===== src/rtl/hiscore_ioctl_driver_pkg.sv =====
// Shared definitions for the hiscore ioctl initiator: FSM states, ioctl
// index constants and the ioctl address width.
package hs_ioctl_pkg;

    localparam logic [7:0] HS_CONFIGINDEX = 8'd3;
    localparam logic [7:0] HS_DUMPINDEX   = 8'd4;

    localparam int unsigned IOCTL_ADDR_W = 25;

    typedef enum logic [3:0] {
        ST_IDLE,
        ST_PRE,
        ST_SETUP,
        ST_FETCH,
        ST_LOAD,
        ST_WR,
        ST_GAP,
        ST_ADDR,
        ST_SETTLE,
        ST_POST1,
        ST_POST2
    } hs_ioctl_state_t;

endpackage


===== src/rtl/hiscore_ioctl_driver_if.sv =====
// hps_io-style ioctl bus. The master modport is the transfer initiator,
// the slave modport is the target (e.g. the hiscore block).
interface hiscore_ioctl_driver_if;
    import hs_ioctl_pkg::*;

    logic                    ioctl_download;
    logic                    ioctl_upload;
    logic                    ioctl_wr;
    logic [IOCTL_ADDR_W-1:0] ioctl_addr;
    logic [7:0]              ioctl_dout;
    logic [7:0]              ioctl_index;
    logic [7:0]              ioctl_din;

    modport master (
        output ioctl_download,
        output ioctl_upload,
        output ioctl_wr,
        output ioctl_addr,
        output ioctl_dout,
        output ioctl_index,
        input  ioctl_din
    );

    modport slave (
        input  ioctl_download,
        input  ioctl_upload,
        input  ioctl_wr,
        input  ioctl_addr,
        input  ioctl_dout,
        input  ioctl_index,
        output ioctl_din
    );

endinterface


===== src/rtl/hiscore_ioctl_driver_timer.sv =====
// Loadable down-counter with a zero flag; times the write gap and the
// read settle window. Holds at zero until reloaded.
module hs_ioctl_timer #(
    parameter int unsigned WIDTH = 4
) (
    input  logic             clk,
    input  logic             reset_n,
    input  logic             load,
    input  logic [WIDTH-1:0] load_val,
    output logic [WIDTH-1:0] count,
    output logic             zero
);

    // Load takes priority; otherwise count down and stop at zero.
    always_ff @(posedge clk or negedge reset_n) begin
        if (!reset_n) begin
            count <= '0;
        end else if (load) begin
            count <= load_val;
        end else if (count != '0) begin
            count <= count - WIDTH'(1);
        end
    end

    assign zero = (count == '0);

endmodule


===== src/rtl/hiscore_ioctl_driver.sv =====
// ioctl transfer initiator: takes a download/upload command and plays the
// hps_io side of the ioctl protocol, streaming bytes from a local source
// (download) or collecting ioctl_din into a byte sink (upload).
module hiscore_ioctl_driver
    import hs_ioctl_pkg::*;
#(
    parameter int unsigned LEN_WIDTH = 16,
    parameter int unsigned WR_GAP    = 4,
    parameter int unsigned RD_SETTLE = 4
) (
    input  logic                 clk,
    input  logic                 reset_n,

    input  logic                 cmd_valid,
    output logic                 cmd_ready,
    input  logic                 cmd_upload,
    input  logic [7:0]           cmd_index,
    input  logic [LEN_WIDTH-1:0] cmd_len,

    output logic                 src_req,
    output logic [LEN_WIDTH-1:0] src_addr,
    input  logic [7:0]           src_data,

    output logic                 sink_valid,
    output logic [LEN_WIDTH-1:0] sink_addr,
    output logic [7:0]           sink_data,

    hiscore_ioctl_driver_if.master ioctl,

    output logic                 busy,
    output logic                 done
);

    localparam int unsigned TMR_MAX = (WR_GAP > RD_SETTLE) ? WR_GAP : RD_SETTLE;
    localparam int unsigned TMR_W   = (TMR_MAX < 2) ? 1 : $clog2(TMR_MAX);
    localparam logic [TMR_W-1:0] GAP_LOAD    = TMR_W'(WR_GAP - 1);
    localparam logic [TMR_W-1:0] SETTLE_LOAD = TMR_W'(RD_SETTLE - 1);

    hs_ioctl_state_t      state;
    logic                 up_r;
    logic                 empty_r;
    logic [LEN_WIDTH-1:0] last_k;
    logic [LEN_WIDTH-1:0] k;

    logic                 tmr_load;
    logic [TMR_W-1:0]     tmr_val;
    logic [TMR_W-1:0]     tmr_count;
    logic                 tmr_zero;
    logic                 settle_sample;

    // Timer is reloaded on the WR cycle (gap) and on the ADDR cycle (settle).
    always_comb begin
        tmr_load = 1'b0;
        tmr_val  = GAP_LOAD;
        if (state == ST_WR) begin
            tmr_load = 1'b1;
            tmr_val  = GAP_LOAD;
        end else if (state == ST_ADDR) begin
            tmr_load = 1'b1;
            tmr_val  = SETTLE_LOAD;
        end
    end

    hs_ioctl_timer #(.WIDTH(TMR_W)) u_timer (
        .clk      (clk),
        .reset_n  (reset_n),
        .load     (tmr_load),
        .load_val (tmr_val),
        .count    (tmr_count),
        .zero     (tmr_zero)
    );

    // Outputs are registered, so ioctl_din is captured on the edge that
    // opens the last settle cycle; with a 1-cycle window that edge is the
    // one leaving ADDR.
    assign settle_sample = ((state == ST_ADDR) && (RD_SETTLE == 1)) ||
                           ((state == ST_SETTLE) && (tmr_count == TMR_W'(1)));

    // Transfer sequencer; every output is set on the edge entering the
    // cycle it belongs to.
    always_ff @(posedge clk or negedge reset_n) begin
        if (!reset_n) begin
            state                <= ST_IDLE;
            up_r                 <= 1'b0;
            empty_r              <= 1'b0;
            last_k               <= '0;
            k                    <= '0;
            cmd_ready            <= 1'b0;
            src_req              <= 1'b0;
            src_addr             <= '0;
            sink_valid           <= 1'b0;
            sink_addr            <= '0;
            sink_data            <= '0;
            busy                 <= 1'b0;
            done                 <= 1'b0;
            ioctl.ioctl_download <= 1'b0;
            ioctl.ioctl_upload   <= 1'b0;
            ioctl.ioctl_wr       <= 1'b0;
            ioctl.ioctl_addr     <= '0;
            ioctl.ioctl_dout     <= '0;
            ioctl.ioctl_index    <= '0;
        end else begin
            src_req        <= 1'b0;
            sink_valid     <= 1'b0;
            ioctl.ioctl_wr <= 1'b0;
            done           <= 1'b0;

            if (settle_sample) begin
                sink_valid <= 1'b1;
                sink_addr  <= k;
                sink_data  <= ioctl.ioctl_din;
            end

            case (state)
                ST_IDLE: begin
                    if (cmd_valid && cmd_ready) begin
                        up_r              <= cmd_upload;
                        empty_r           <= (cmd_len == '0);
                        last_k            <= cmd_len - LEN_WIDTH'(1);
                        ioctl.ioctl_index <= cmd_index;
                        busy              <= 1'b1;
                        cmd_ready         <= 1'b0;
                        state             <= ST_PRE;
                    end else begin
                        cmd_ready <= 1'b1;
                    end
                end
                ST_PRE: begin
                    ioctl.ioctl_download <= !up_r;
                    ioctl.ioctl_upload   <= up_r;
                    ioctl.ioctl_addr     <= '0;
                    k                    <= '0;
                    state                <= ST_SETUP;
                end
                ST_SETUP: begin
                    if (empty_r) begin
                        ioctl.ioctl_download <= 1'b0;
                        ioctl.ioctl_upload   <= 1'b0;
                        state                <= ST_POST1;
                    end else if (up_r) begin
                        state <= ST_ADDR;
                    end else begin
                        src_req  <= 1'b1;
                        src_addr <= '0;
                        state    <= ST_FETCH;
                    end
                end
                ST_FETCH: begin
                    ioctl.ioctl_addr <= IOCTL_ADDR_W'(k);
                    state            <= ST_LOAD;
                end
                ST_LOAD: begin
                    // src_data is valid in this cycle; it is launched with the strobe.
                    ioctl.ioctl_dout <= src_data;
                    ioctl.ioctl_wr   <= 1'b1;
                    state            <= ST_WR;
                end
                ST_WR: begin
                    state <= ST_GAP;
                end
                ST_GAP: begin
                    if (tmr_zero) begin
                        if (k == last_k) begin
                            ioctl.ioctl_download <= 1'b0;
                            state                <= ST_POST1;
                        end else begin
                            k        <= k + LEN_WIDTH'(1);
                            src_req  <= 1'b1;
                            src_addr <= k + LEN_WIDTH'(1);
                            state    <= ST_FETCH;
                        end
                    end
                end
                ST_ADDR: begin
                    state <= ST_SETTLE;
                end
                ST_SETTLE: begin
                    if (tmr_zero) begin
                        if (k == last_k) begin
                            ioctl.ioctl_upload <= 1'b0;
                            state              <= ST_POST1;
                        end else begin
                            k                <= k + LEN_WIDTH'(1);
                            ioctl.ioctl_addr <= IOCTL_ADDR_W'(k + LEN_WIDTH'(1));
                            state            <= ST_ADDR;
                        end
                    end
                end
                ST_POST1: begin
                    done  <= 1'b1;
                    busy  <= 1'b0;
                    state <= ST_POST2;
                end
                ST_POST2: begin
                    cmd_ready <= 1'b1;
                    state     <= ST_IDLE;
                end
                default: begin
                    state <= ST_IDLE;
                end
            endcase
        end
    end

endmodule


===== src/flat_wrapper.sv =====
// flat-port wrapper written by rule: the top's interface ports become plain ports
module hiscore_ioctl_driver_flat import hs_ioctl_pkg::*;
#(
    parameter int unsigned LEN_WIDTH = 16,
    parameter int unsigned WR_GAP    = 4,
    parameter int unsigned RD_SETTLE = 4
)
  (clk, reset_n, cmd_valid, cmd_ready, cmd_upload, cmd_index, cmd_len, src_req, src_addr, src_data, sink_valid, sink_addr, sink_data, busy, done, ioctl_ioctl_download, ioctl_ioctl_upload, ioctl_ioctl_wr, ioctl_ioctl_addr, ioctl_ioctl_dout, ioctl_ioctl_index, ioctl_ioctl_din);
  hiscore_ioctl_driver_if ioctl_i ();
  input  logic clk;
  input  logic reset_n;
  input  logic cmd_valid;
  output logic cmd_ready;
  input  logic cmd_upload;
  input  logic [7:0] cmd_index;
  input  logic [LEN_WIDTH-1:0] cmd_len;
  output logic src_req;
  output logic [LEN_WIDTH-1:0] src_addr;
  input  logic [7:0] src_data;
  output logic sink_valid;
  output logic [LEN_WIDTH-1:0] sink_addr;
  output logic [7:0] sink_data;
  output logic busy;
  output logic done;
  output wire logic [$bits(ioctl_i.ioctl_download)-1:0] ioctl_ioctl_download;
  output wire logic [$bits(ioctl_i.ioctl_upload)-1:0] ioctl_ioctl_upload;
  output wire logic [$bits(ioctl_i.ioctl_wr)-1:0] ioctl_ioctl_wr;
  output wire logic [$bits(ioctl_i.ioctl_addr)-1:0] ioctl_ioctl_addr;
  output wire logic [$bits(ioctl_i.ioctl_dout)-1:0] ioctl_ioctl_dout;
  output wire logic [$bits(ioctl_i.ioctl_index)-1:0] ioctl_ioctl_index;
  input wire logic [$bits(ioctl_i.ioctl_din)-1:0] ioctl_ioctl_din;
  assign ioctl_ioctl_download = ioctl_i.ioctl_download;
  assign ioctl_ioctl_upload = ioctl_i.ioctl_upload;
  assign ioctl_ioctl_wr = ioctl_i.ioctl_wr;
  assign ioctl_ioctl_addr = ioctl_i.ioctl_addr;
  assign ioctl_ioctl_dout = ioctl_i.ioctl_dout;
  assign ioctl_ioctl_index = ioctl_i.ioctl_index;
  assign ioctl_i.ioctl_din = ioctl_ioctl_din;
  hiscore_ioctl_driver #(.LEN_WIDTH(LEN_WIDTH), .WR_GAP(WR_GAP), .RD_SETTLE(RD_SETTLE)) u_core (.clk(clk), .reset_n(reset_n), .cmd_valid(cmd_valid), .cmd_ready(cmd_ready), .cmd_upload(cmd_upload), .cmd_index(cmd_index), .cmd_len(cmd_len), .src_req(src_req), .src_addr(src_addr), .src_data(src_data), .sink_valid(sink_valid), .sink_addr(sink_addr), .sink_data(sink_data), .ioctl(ioctl_i), .busy(busy), .done(done));
endmodule

===== config.mk =====
export PLATFORM = sky130hd
export DESIGN_NAME = hiscore_ioctl_driver_flat
export DESIGN_NICKNAME = d
export VERILOG_FILES = /design/src/rtl/hiscore_ioctl_driver_pkg.sv /design/src/rtl/hiscore_ioctl_driver_if.sv /design/src/rtl/hiscore_ioctl_driver_timer.sv /design/src/rtl/hiscore_ioctl_driver.sv /design/src/flat_wrapper.sv
export SDC_FILE = /design/constraint.sdc
export NUM_CORES = 1
export LEC_CHECK = 0
export CAP_MARGIN = 20
export CORE_MARGIN = 3
export CORE_UTILIZATION = 46
export CTS_CLUSTER_DIAMETER = 60
export DETAILED_ROUTE_END_ITERATION = 7
export GPL_TIMING_DRIVEN = 0
export PLACE_DENSITY = 0.84
export SETUP_SLACK_MARGIN = 0.5
export SLEW_MARGIN = 20
export SYNTH_ARGS = -nofsm -noshare
export SYNTH_HDL_FRONTEND = slang
export SYNTH_SLANG_ARGS = --single-unit

===== constraint.sdc =====
create_clock -name clk -period 2.2 [get_ports clk]
set_clock_uncertainty 0.1 [all_clocks]
set_input_delay 0.22 -clock clk [delete_from_list [all_inputs] [get_ports clk]]
set_output_delay 0.22 -clock clk [all_outputs]
set_load 0.02 [all_outputs]

# Yosys cells after proc, flatten, opt, wreduce, memory -nomap -nowiden
# Cells that the tools add are included.
[op_classes] muxes=38 add_sub_neg=4 n_reduce_logical=24 eq_ne=24
[ops] cell="$pmux W25 S3" n=1
[ops] cell="$mux W16" n=4
[ops] cell="$pmux W16 S2" n=2
[ops] cell="$mux W25" n=2
[ops] cell="$pmux W4 S10" n=1
[ops] cell="$mux W4" n=6
[ops] cell="$add A16 B1 Y17 const B" n=1
[ops] cell="$add A16 B1 Y16 const B" n=1
[ops] cell="$eq A16 B16 Y1" n=1
[ops] cell="$eq A4 B3 Y1 const B" n=4
[ops] cell="$logic_not A16 Y1" n=1
[ops] cell="$sub A16 B1 Y16 const B" n=1
[ops] cell="$mux W1" n=14
[ops] cell="$eq A4 B4 Y1 const B" n=3
[ops] cell="$ne A2 B1 Y1 const B" n=6
[ops] cell="$ne A2 B2 Y1 const B" n=6
[ops] cell="$reduce_bool A2 Y1" n=6
[ops] cell="$reduce_and A3 Y1" n=3
[ops] cell="$reduce_bool A3 Y1" n=3
[ops] cell="$eq A4 B2 Y1 const B" n=2
[ops] cell="$reduce_and A4 Y1" n=2
[ops] cell="$pmux W1 S2" n=3
[ops] cell="$pmux W1 S3" n=2
[ops] cell="$reduce_and A5 Y1" n=1
[ops] cell="11 further kinds" n=14
[totals] elab_cells=110 register_bits=129

# Logic depth before layout (Yosys ltp)
# Gate-level depths: netlist (run 1).
[depth] depth_word=4 mapped_depth=8 ltp_nobuf=7

# Hierarchy
# A second synthesis (run 1) with hierarchy kept.
[unflattened] cells_unflattened=637 area_unflattened_um2=6336.1
[modules_own_cells] mod="hiscore_ioctl_driver" seq_area_each_um2=2977.9 area_per_inst_um2=6222.2 cells_each=625 n_inst=1
[modules_own_cells] mod="hs_ioctl_timer" seq_area_each_um2=50.0 area_per_inst_um2=113.9 cells_each=12 n_inst=1

# Worst setup path before layout (run 1)
# OpenSTA, ideal clock, no wires.
[synth_path] path_kind="reg2reg" from="register u_core.k[12]" to="register u_core.ioctl.ioctl_addr[13]" t_required_ns=1.975 setup_ns=0.125 path_stages_with_launch=9 path_buffers=3 arrival_ns=2.002 path_slack_ns=-0.027 period_less_slack_ns=2.227 cell_sequence="dfrtp_1 buf_6 xor2_2 nor4_4 nand4_4 a32o_1 buf_6 buf_12 mux2_4"
[synth_between] elab_chain_cells=4
[synth_lines] element="from (decl)" line="hiscore_ioctl_driver.sv:43" text="logic [LEN_WIDTH-1:0] k;"
[synth_lines] element="from (signal assigned)" line="hiscore_ioctl_driver.sv:167" text="k <= k + LEN_WIDTH'(1);"
[synth_lines] element="from (signal assigned)" line="hiscore_ioctl_driver.sv:183" text="k <= k + LEN_WIDTH'(1);"
[synth_lines] element="$add A16 B1 Y17" line="hiscore_ioctl_driver.sv:184" text="ioctl.ioctl_addr <= IOCTL_ADDR_W'(k + LEN_WIDTH'(1));"
[synth_lines] element="$mux W25" line="hiscore_ioctl_driver.sv:179" text="if (k == last_k) begin"
[synth_lines] element="$mux W25" line="hiscore_ioctl_driver.sv:178" text="if (tmr_zero) begin"
[synth_lines] element="$pmux W25 S3" line="hiscore_ioctl_driver.sv:114" text="case (state)"
[synth_lines] element="to (signal assigned)" line="hiscore_ioctl_driver.sv:149" text="ioctl.ioctl_addr <= IOCTL_ADDR_W'(k);"
[synth_lines] element="to (signal assigned)" line="hiscore_ioctl_driver.sv:184"
[synth_lines] element="to (decl)" line="hiscore_ioctl_driver_if.sv:18" text="output ioctl_addr,"
# Several ways; a longest one is shown, not always the timed one. The select of a mux whose other input is x is not followed.
# A chain may end at the register's enable or synchronous reset.

# Final worst setup path (run 1)
[layout_path] from="register u_core.k[10]" to="register u_core.ioctl.ioctl_addr[7]"
[layout_between] elab_chain_cells=3
[layout_lines] element="$eq A16 B16 Y1" line="hiscore_ioctl_driver.sv:179"
[layout_lines] element="$ne A2 B2 Y1 (no line)"
[layout_lines] element="$reduce_and A3 Y1 (no line)"
# Every way passes these cells.

==> results of run 1 <==
-- cell usage after synthesis, types with 4 or more instances --
| cell | instances | area, sq um |
|---|---|---|
| sky130_fd_sc_hd__a21o_1 | 6 | 45.0 |
| sky130_fd_sc_hd__a21oi_1 | 18 | 90.1 |
| sky130_fd_sc_hd__and2_1 | 4 | 25.0 |
| sky130_fd_sc_hd__and3_1 | 4 | 25.0 |
| sky130_fd_sc_hd__buf_2 | 11 | 55.1 |
| sky130_fd_sc_hd__buf_4 | 9 | 67.6 |
| sky130_fd_sc_hd__buf_6 | 4 | 45.0 |
| sky130_fd_sc_hd__clkbuf_1 | 23 | 86.3 |
| sky130_fd_sc_hd__dfrtp_1 | 121 | 3030 |
| sky130_fd_sc_hd__ha_1 | 5 | 62.6 |
| sky130_fd_sc_hd__inv_1 | 15 | 56.3 |
| sky130_fd_sc_hd__mux2_2 | 49 | 552 |
| sky130_fd_sc_hd__mux2_4 | 6 | 90.1 |
| sky130_fd_sc_hd__mux2i_1 | 20 | 200 |
| sky130_fd_sc_hd__nand2_1 | 65 | 244 |
| sky130_fd_sc_hd__nand2b_1 | 6 | 37.5 |
| sky130_fd_sc_hd__nand3_1 | 15 | 75.1 |
| sky130_fd_sc_hd__nand3b_1 | 4 | 30.0 |
| sky130_fd_sc_hd__nand4_1 | 5 | 31.3 |
| sky130_fd_sc_hd__nor2_1 | 14 | 52.6 |
| sky130_fd_sc_hd__nor2b_1 | 6 | 37.5 |
| sky130_fd_sc_hd__nor3_1 | 12 | 60.1 |
| sky130_fd_sc_hd__o21ai_0 | 30 | 150 |
| sky130_fd_sc_hd__o22ai_1 | 7 | 43.8 |
| sky130_fd_sc_hd__o311ai_0 | 8 | 70.1 |
| sky130_fd_sc_hd__o31ai_1 | 11 | 82.6 |
| sky130_fd_sc_hd__xnor2_1 | 9 | 78.8 |
| sky130_fd_sc_hd__xor2_1 | 34 | 298 |
-- stage by stage --
stage          TNS (ps)  setup slack [ps]  hold WS [ps]   util  power, W
2_1_floorplan         0              22.2          -176      -   0.00523
3_3_place_gp    -445260             -3670           367  0.605   0.00630
3_5_place_dp      -4010              -225           176  0.607   0.00646
4_1_cts            -352             -50.9           300  0.700   0.00983
5_1_grt           -2040              -115           305  0.758    0.0111
6_report           -826             -76.3           283  0.758    0.0107
-- logic make-up (layout without fill, tap and decap cells) --
group | count (synthesis) | after routing
AOI/OAI and AO/OA | 100 | 100
xor gates and xnor gates | 44 | 44
adders and majority gates | 5 | 5
buffers and inverters | 67 | 280
DFF | 121 | 121
muxes | 75 | 75
other | 1 | 8
and+or+nand+nor | 159 | 159
-- state kept, by name (all words and copies together) (netlist names), 2 cells and up --
signal                    count
u_core.ioctl.ioctl_dout       8
u_core.src_addr              16
u_core.state                  4
u_core.k                     16
u_core.sink_addr             16
u_core.sink_data              8
u_core.last_k                16
u_core.ioctl.ioctl_addr      17
u_core.ioctl.ioctl_index      8
u_core.u_timer.count          2
-- where the power goes --
group	total (W)	internal, W	switching (W)
registers	0.00319	0.00273	0.000455
clock network	0.00270	0.00170	0.000998
logic	0.00478	0.00243	0.00236
total	0.0107	0.00686	0.00381
-- final cells by class --
| cell class | instances | area, sq um | share of cell area |
|---|---|---|---|
| flip-flops and latches | 121 | 3040 | 0.311 |
| clock inverters | 9 | 100 | 0.0102 |
| multi-input cells | 391 | 3480 | 0.356 |
| inverters | 15 | 56.3 | 0.00577 |
| plain buffers | 52 | 559 | 0.0573 |
| well taps | 172 | 215 | 0.0220 |
| clock buffers | 21 | 460 | 0.0471 |
| repair buffers | 183 | 1860 | 0.191 |
-- metal layers --
layer  wire length, microns  global-route usage  up-vias
li1                       -                   -     2417
met1                   7600               0.300     2672
met2                   9850               0.415      260
met3                   1280              0.0511       54
met4                    637               0.104        0
met5                      0                   0        -
-- repair_timing --
item | in CTS | in global routing
gates cloned | 5 | 3
hold buffers | 1 | 0
endpoints found under the hold margin | 69 | 0
pin swaps | 25 | 13
setup buffers | 25 | 24
gates resized for setup | 177 | 132
setup endpoints to repair | 171 | 140
-- final timing paths --
path                            depth (start not counted)                         end  slack [ps]
worst max-delay path                                    8  u_core.ioctl.ioctl_addr[7]         -80
worst min-delay path                                    2         u_core.sink_data[2]         280
worst min register to register                          2         u_core.sink_addr[7]         380
max in group asynchronous                               3            u_core.last_k[5]        1000
min in group clk                                        2         u_core.sink_data[4]         310
worst max register to register                          8  u_core.ioctl.ioctl_addr[7]         -80
-- critical path: cells and delay by family, from the launching register on --
| kind | cells | cell delay [ps] |
|---|---|---|
| simple gates | 2 | 480 |
| xor+xnor | 1 | 160 |
| compound gates | 1 | 300 |
| mux | 1 | 290 |
| buf+inv | 3 | 440 |
| flops | 1 | 390 |
==> summary by stage, run 1 <==
Outcome
The flow ran to the end, but the final reports show violations. The final reports fail on setup timing.

Placed design
In this run the tool buffered the top-level ports with 124 buffer cells. The HPWL after detailed placement is 11.4 mm. The cell area after placement is 7820 sq um.

Once placement completed, the tool counted placed cells totaling 876. At the end of routability-driven placement, the weighted congestion stood at 0.871.

Floorplanning
The region available for standard cell placement spans 12900 sq um. The height of the die is 122 microns. For this configuration, the core starts out at a cell density of 0.481. The die is 122 microns wide.

133 I/O pins were placed. In this run the core area contains 41 standard-cell rows. The floorplan step defined a die boundary enclosing 14900 sq um.

Detailed routing
The overall routed net length is 19.4 mm. The DRC marker count from the first detailed-route iteration is 502. The post-route antenna net violation count is 0. The average vias per placed instance is 5.60. The iteration count of the initial detailed-routing pass is 5. For this run, design rule violations remaining after detail routing come to 0. The per-cell routed wire length is 20.1 microns. The via count is 5403.

Timing
The number of endpoints failing setup at the final stage is 18. The minimum clock period after layout is 2280 ps. In this run the tightest slew margin relative to its limit is 0.561. In the finished design, the share of the clock period the worst path needs comes to 1.03. Setup repair after global routing could not meet its margin everywhere. The total count of max-transition violations in the final report came to 0.

The hold violation total from the final report is 0. The maximum operating frequency is 439 MHz. The worst-margin pin slew is 658 ps. The least setup slack across all paths after layout is -76.3 ps.

Worst setup path
The most critical setup path has its startpoint at u_core.k[10]. The cell seen most often among critical-path stages is sky130_fd_sc_hd__buf_6. The largest individual stage delay along the critical path comes from the cell sky130_fd_sc_hd__dfrtp_1. The largest stage delay on the critical path is 390 ps. The critical-path maximum fanout is 9. The critical path capture point type is a register.

The worst setup path is of the register to register kind. The critical path goes through buf_6 -> xor2_2 -> nor4_4 -> nand4_4 -> a32o_2 -> buf_6 -> clkbuf_16 -> mux2_4. The critical path startpoint category is a register. The reg-to-reg startpoint is u_core.k[10].

The required time at the worst-slack endpoint is 2400 ps. At the worst endpoint, the arrival time is 2480 ps.

Clocking
The clock root buffer is sky130_fd_sc_hd__clkbuf_16. The later pin in the worst-skew pair is clocked with a latency of 420 ps. The H-tree depth is 4. The number of buffers on the longest clock path is 2.

The clock tree from TritonCTS is yes. Clock-pin slew was measured on the worst setup and hold paths at 50 ps. The number of buffers created by CTS is 17. Clock tree synthesis found a total of 121 sinks.

Layout
After filler insertion, the fill cell instance count of the layout stands at 791. The number of antenna diodes in the final layout is 0. The library cells used most frequently in the layout, excluding fill and tap cells, are sky130_fd_sc_hd__dfrtp_1, sky130_fd_sc_hd__dlygate4sd2_1, sky130_fd_sc_hd__buf_4, sky130_fd_sc_hd__nand2_1, sky130_fd_sc_hd__clkdlybuf4s50_1. The area growth from synthesis to layout is 57.7%. In the final design database the tool counted 830 nets. The count of non-filler cells in the finished layout is 964. The most common library cell in the layout ignoring fill and taps is sky130_fd_sc_hd__dfrtp_1. The ratio of cells with drive above 1 in the final layout is 0.356.

The final design instance area without fill is 9770 sq um.

Power
VDD sags by at most 0.756 mV. The power density normalized to cell area is 1090 nW/um^2. The leakage power figure is 4.92 nW.

Yosys
The dominant combinational cell family by area after synthesis is simple AND/OR/NAND/NOR gates. The fraction of synthesized area in multiplexers is 0.136. The share of synthesized area occupied by flip-flops and latches is 0.489. For this run, the number of Yosys warnings is 0.

The number of synthesized flops with an enable pin is 0. Of the total synthesized cell area, the portion taken by XOR and XNOR cells is 0.0634. Of the total synthesized cell area, the portion taken by AND, OR, NAND and NOR gates is 0.140. The fraction of the mapped netlist area in adder cells is 0.0101. In this run the cell area of the synthesized design comes to 6190 sq um. The post-synthesis cell type count is 59. The synthesized area per cell is 10.8 sq um.

After synthesis the netlist holds a flip-flop and latch count of 121. Of all flip-flops after synthesis, the portion carrying an async set or reset was 1.00. The post-synthesis compound-gate area fraction is 0.105. In the synthesized netlist the dominant register cell turns out to be sky130_fd_sc_hd__dfrtp_1. The synthesized instance count is 572.

Global route
For this run, the total global-route usage over all layers was measured as 0.244. The number of global-route vias before repair is 5356. The initial antenna violation count is 0. The first global-routing pass estimated 28.0 mm of wire. The maximum number of pins on one net before global-route repair is 71. Summed over all layers, the global routing overflow is 0.

Min path
The min-delay analysis places its worst path in the category input port to async pin.

Job
Max-cap violations in this run came to 0.
Note: power is estimated with default switching activity, not from simulation.
==> inputs of run 2 (changes only) <==
- ABC_AREA: default -> 0
- RECOVER_POWER: default -> 25
==> summary by stage, run 2 (synthesis gave the netlist of run 1 again) <==
Outcome
The run finished, with violations left. The final reports fail on capacitance limit, slew limit, setup timing.

Timing
The number of endpoints failing setup at the final stage is 18. Of the available clock period, the critical path in the final layout requires 1.03. The hold violation total from the final report is 0. For the pin with the worst max-slew slack, the measured transition is 1570 ps. Setup repair after global routing could not meet its margin everywhere. The relative slew slack is -0.0464. Counting I/O delays and the setup requirement, the final critical path takes 2280 ps. The total count of max-transition violations in the final report was 70. Once routing completed, OpenROAD measured the worst setup slack at -75.7 ps.

Derived from the worst setup path, the maximum achievable clock frequency is 439 MHz.

Layout
In the layout the commonest cells are sky130_fd_sc_hd__dfrtp_1, sky130_fd_sc_hd__dlygate4sd2_1, sky130_fd_sc_hd__buf_4, sky130_fd_sc_hd__nand2_1, sky130_fd_sc_hd__clkdlybuf4s50_1. The antenna cell count is 0. The register with the most flip-flops in the layout has 17 of them. The final net count is 830. Compared with the post-synthesis result, the final layout area differs by 57.4%. Of the cells placed in the final design, the portion with a size suffix greater than 1 is 0.355. Leaving out fill and tap cells, the most frequent cell in the layout is sky130_fd_sc_hd__dfrtp_1. The end-of-flow core utilization is 0.757. The finished layout holds 964 standard cells, fillers aside. The register name with the most flops is u_core.ioctl.ioctl_addr.

Clocking
The H-tree depth is 4. CTS placed an instance of sky130_fd_sc_hd__clkbuf_16 at the clock tree root. The clock latency reported for the late side of the worst-skew pair is 430 ps. The number of buffers created by CTS is 17. The clock-pin transition on the worst setup and hold timing paths is 50 ps. The number of buffers on the longest clock path is 2. TritonCTS built the clock tree. Counting every sink on the clock net gives 121.

Worst setup path
STA puts the critical path data arrival time at 2480 ps. The largest stage delay on the critical path is 390 ps. Traced cell by cell, the critical path runs through buf_6 -> xor2_2 -> nor4_4 -> nand4_4 -> a32o_2 -> buf_6 -> clkbuf_16 -> mux2_4. The worst setup path is launched from a register. The worst register-to-register path ends at u_core.ioctl.ioctl_addr[7].

The cell seen most often among critical-path stages is sky130_fd_sc_hd__buf_6. STA classifies the critical path endpoint as a register. The logic depth of the worst register-to-register path is 8. The slowest cell on the critical path is sky130_fd_sc_hd__dfrtp_1. The reg-to-reg startpoint is u_core.k[10].

The required time at the worst-slack endpoint is 2400 ps. The startpoint-to-endpoint class of the critical path is register to register. The setup slack of the worst register-to-register path is -80 ps. The timing startpoint of the critical path is u_core.k[10].

The critical-path maximum fanout is 9.

Detailed routing
The via count is 5421. The per-cell routed wire length is 20.2 microns. The average vias per placed instance is 5.62. The first TritonRoute pass finished after 5 iterations. The DRC marker count from the first detailed-route iteration is 496. The count of unresolved DRC violations after routing is 0.

Once detail routing completed, the nets flagged for antenna violations numbered 0. The overall routed net length is 19.4 mm.

Placed design
Buffers placed on the I/O ports in this run total 124. After legalization and detailed placement, the total HPWL measured 11.4 mm. At the end of routability-driven placement, the weighted congestion stood at 0.871. Including well taps, the total number of placed cells is 876.

Power
The leakage power figure is 4.92 nW. The worst IR drop on VDD is 0.756 mV. The design draws 0.0107 W.

The power density normalized to cell area is 1090 nW/um^2.

Min path
The endpoint with the worst hold slack is u_core.sink_data[4]. The startpoint identified for the worst hold timing path is ioctl_ioctl_din[4]. The worst hold path passes through 2 cells. The min-delay analysis places its worst path in the category input port to register.

Global route
Entering global routing, the biggest net connects 71 pins. The global-route wire length before repair is 28.0 mm. The number of global-route vias before repair came to 5356. For this run, the total global-route usage over all layers was measured as 0.244. The total overflow reported by the global router is 0. The initial antenna violation count came to 0.

Floorplanning
The total core area is 12900 sq um. The die is 122 microns wide. The initial utilization of the core area, before any placement, comes to 0.481. The die covers 14900 sq um.

The total number of placement rows is 41. The count of pins on the block boundary is 133. The height of the die is 122 microns.

Job
Max-cap violations in this run came to 1.
-- run 2: cell types whose count changed in the layout (fill, tap and decap cells not counted) --
cell                      delta
sky130_fd_sc_hd__buf_16      -1
sky130_fd_sc_hd__buf_2       +1
sky130_fd_sc_hd__buf_6       -1
sky130_fd_sc_hd__buf_8       +1
sky130_fd_sc_hd__dfrtp_1     +1
sky130_fd_sc_hd__dfrtp_2     -1
-- run 2: worst max-delay path by stage --
| stage | endpoint | slack (ps) | cells past startpoint |
|---|---|---|---|
| 2_1_floorplan | u_core.ioctl.ioctl_addr[13] | 20 | 8 |
| 3_3_place_gp | u_core.ioctl.ioctl_index[6] | -3670 | 1 |
| 3_5_place_dp | u_core.ioctl.ioctl_addr[14] | -220 | 7 |
| 4_1_cts | u_core.ioctl.ioctl_addr[14] | -50 | 8 |
| 5_1_grt | u_core.ioctl.ioctl_addr[7] | -120 | 8 |
| 6_report | u_core.ioctl.ioctl_addr[7] | -80 | 8 |
-- run 2: worst max-delay path, delay by kind of cell, from the launching register on --
kind | cells | cell delay, ps
AO/OA/AOI/OAI | 1 | 300
XOR/XNOR | 1 | 160
buffers and inverters | 3 | 450
flip-flops | 1 | 390
multiplexers | 1 | 290
AND/OR/NAND/NOR | 2 | 480
-- run 2: layout make-up --
cell class | instances | area (sq um)
sequential | 121 | 3030
clock inverter | 9 | 100
fill | 794 | 3130
inverter | 15 | 56.3
multi-input combinational | 391 | 3480
tap | 172 | 215
timing repair buffer | 183 | 1840
buffer | 52 | 559
clock buffer | 21 | 460
-- run 2: timing repair --
action,in CTS,in global routing
setup endpoints to repair,171,140
cloned,5,3
resized for setup,177,132
endpoints found under the hold margin,69,0
pin swaps,25,13
setup buffers,25,24
hold buffers,1,0
-- run 2: stage by stage --
stage | hold WS [ps] | setup WS (ps) | instance area (sq um) | setup TNS, ps
2_1_floorplan | -176 | 22.2 | 6340 | 0
3_3_place_gp | 367 | -3670 | 7790 | -445260
3_5_place_dp | 176 | -225 | 7820 | -4010
4_1_cts | 300 | -50.9 | 9020 | -352
5_1_grt | 305 | -115 | 9750 | -3280
6_report | 309 | -75.7 | 9750 | -828
-- run 2: power by group --
part	internal, W	switching [W]	leakage (nW)
sequential	0.00273	0.000454	1.58
combinational	0.00242	0.00236	3.06
clock	0.00170	0.000998	0.274
total	0.00685	0.00382	4.92
-- run 2: metal layers --
metal  vias to the layer above  routed length, microns  GRT usage
met5                         -                       0          0
met1                      2684                    7620      0.300
li1                       2422                       -          -
met3                        53                    1290     0.0511
met2                       262                    9900      0.415
met4                         0                     617      0.104
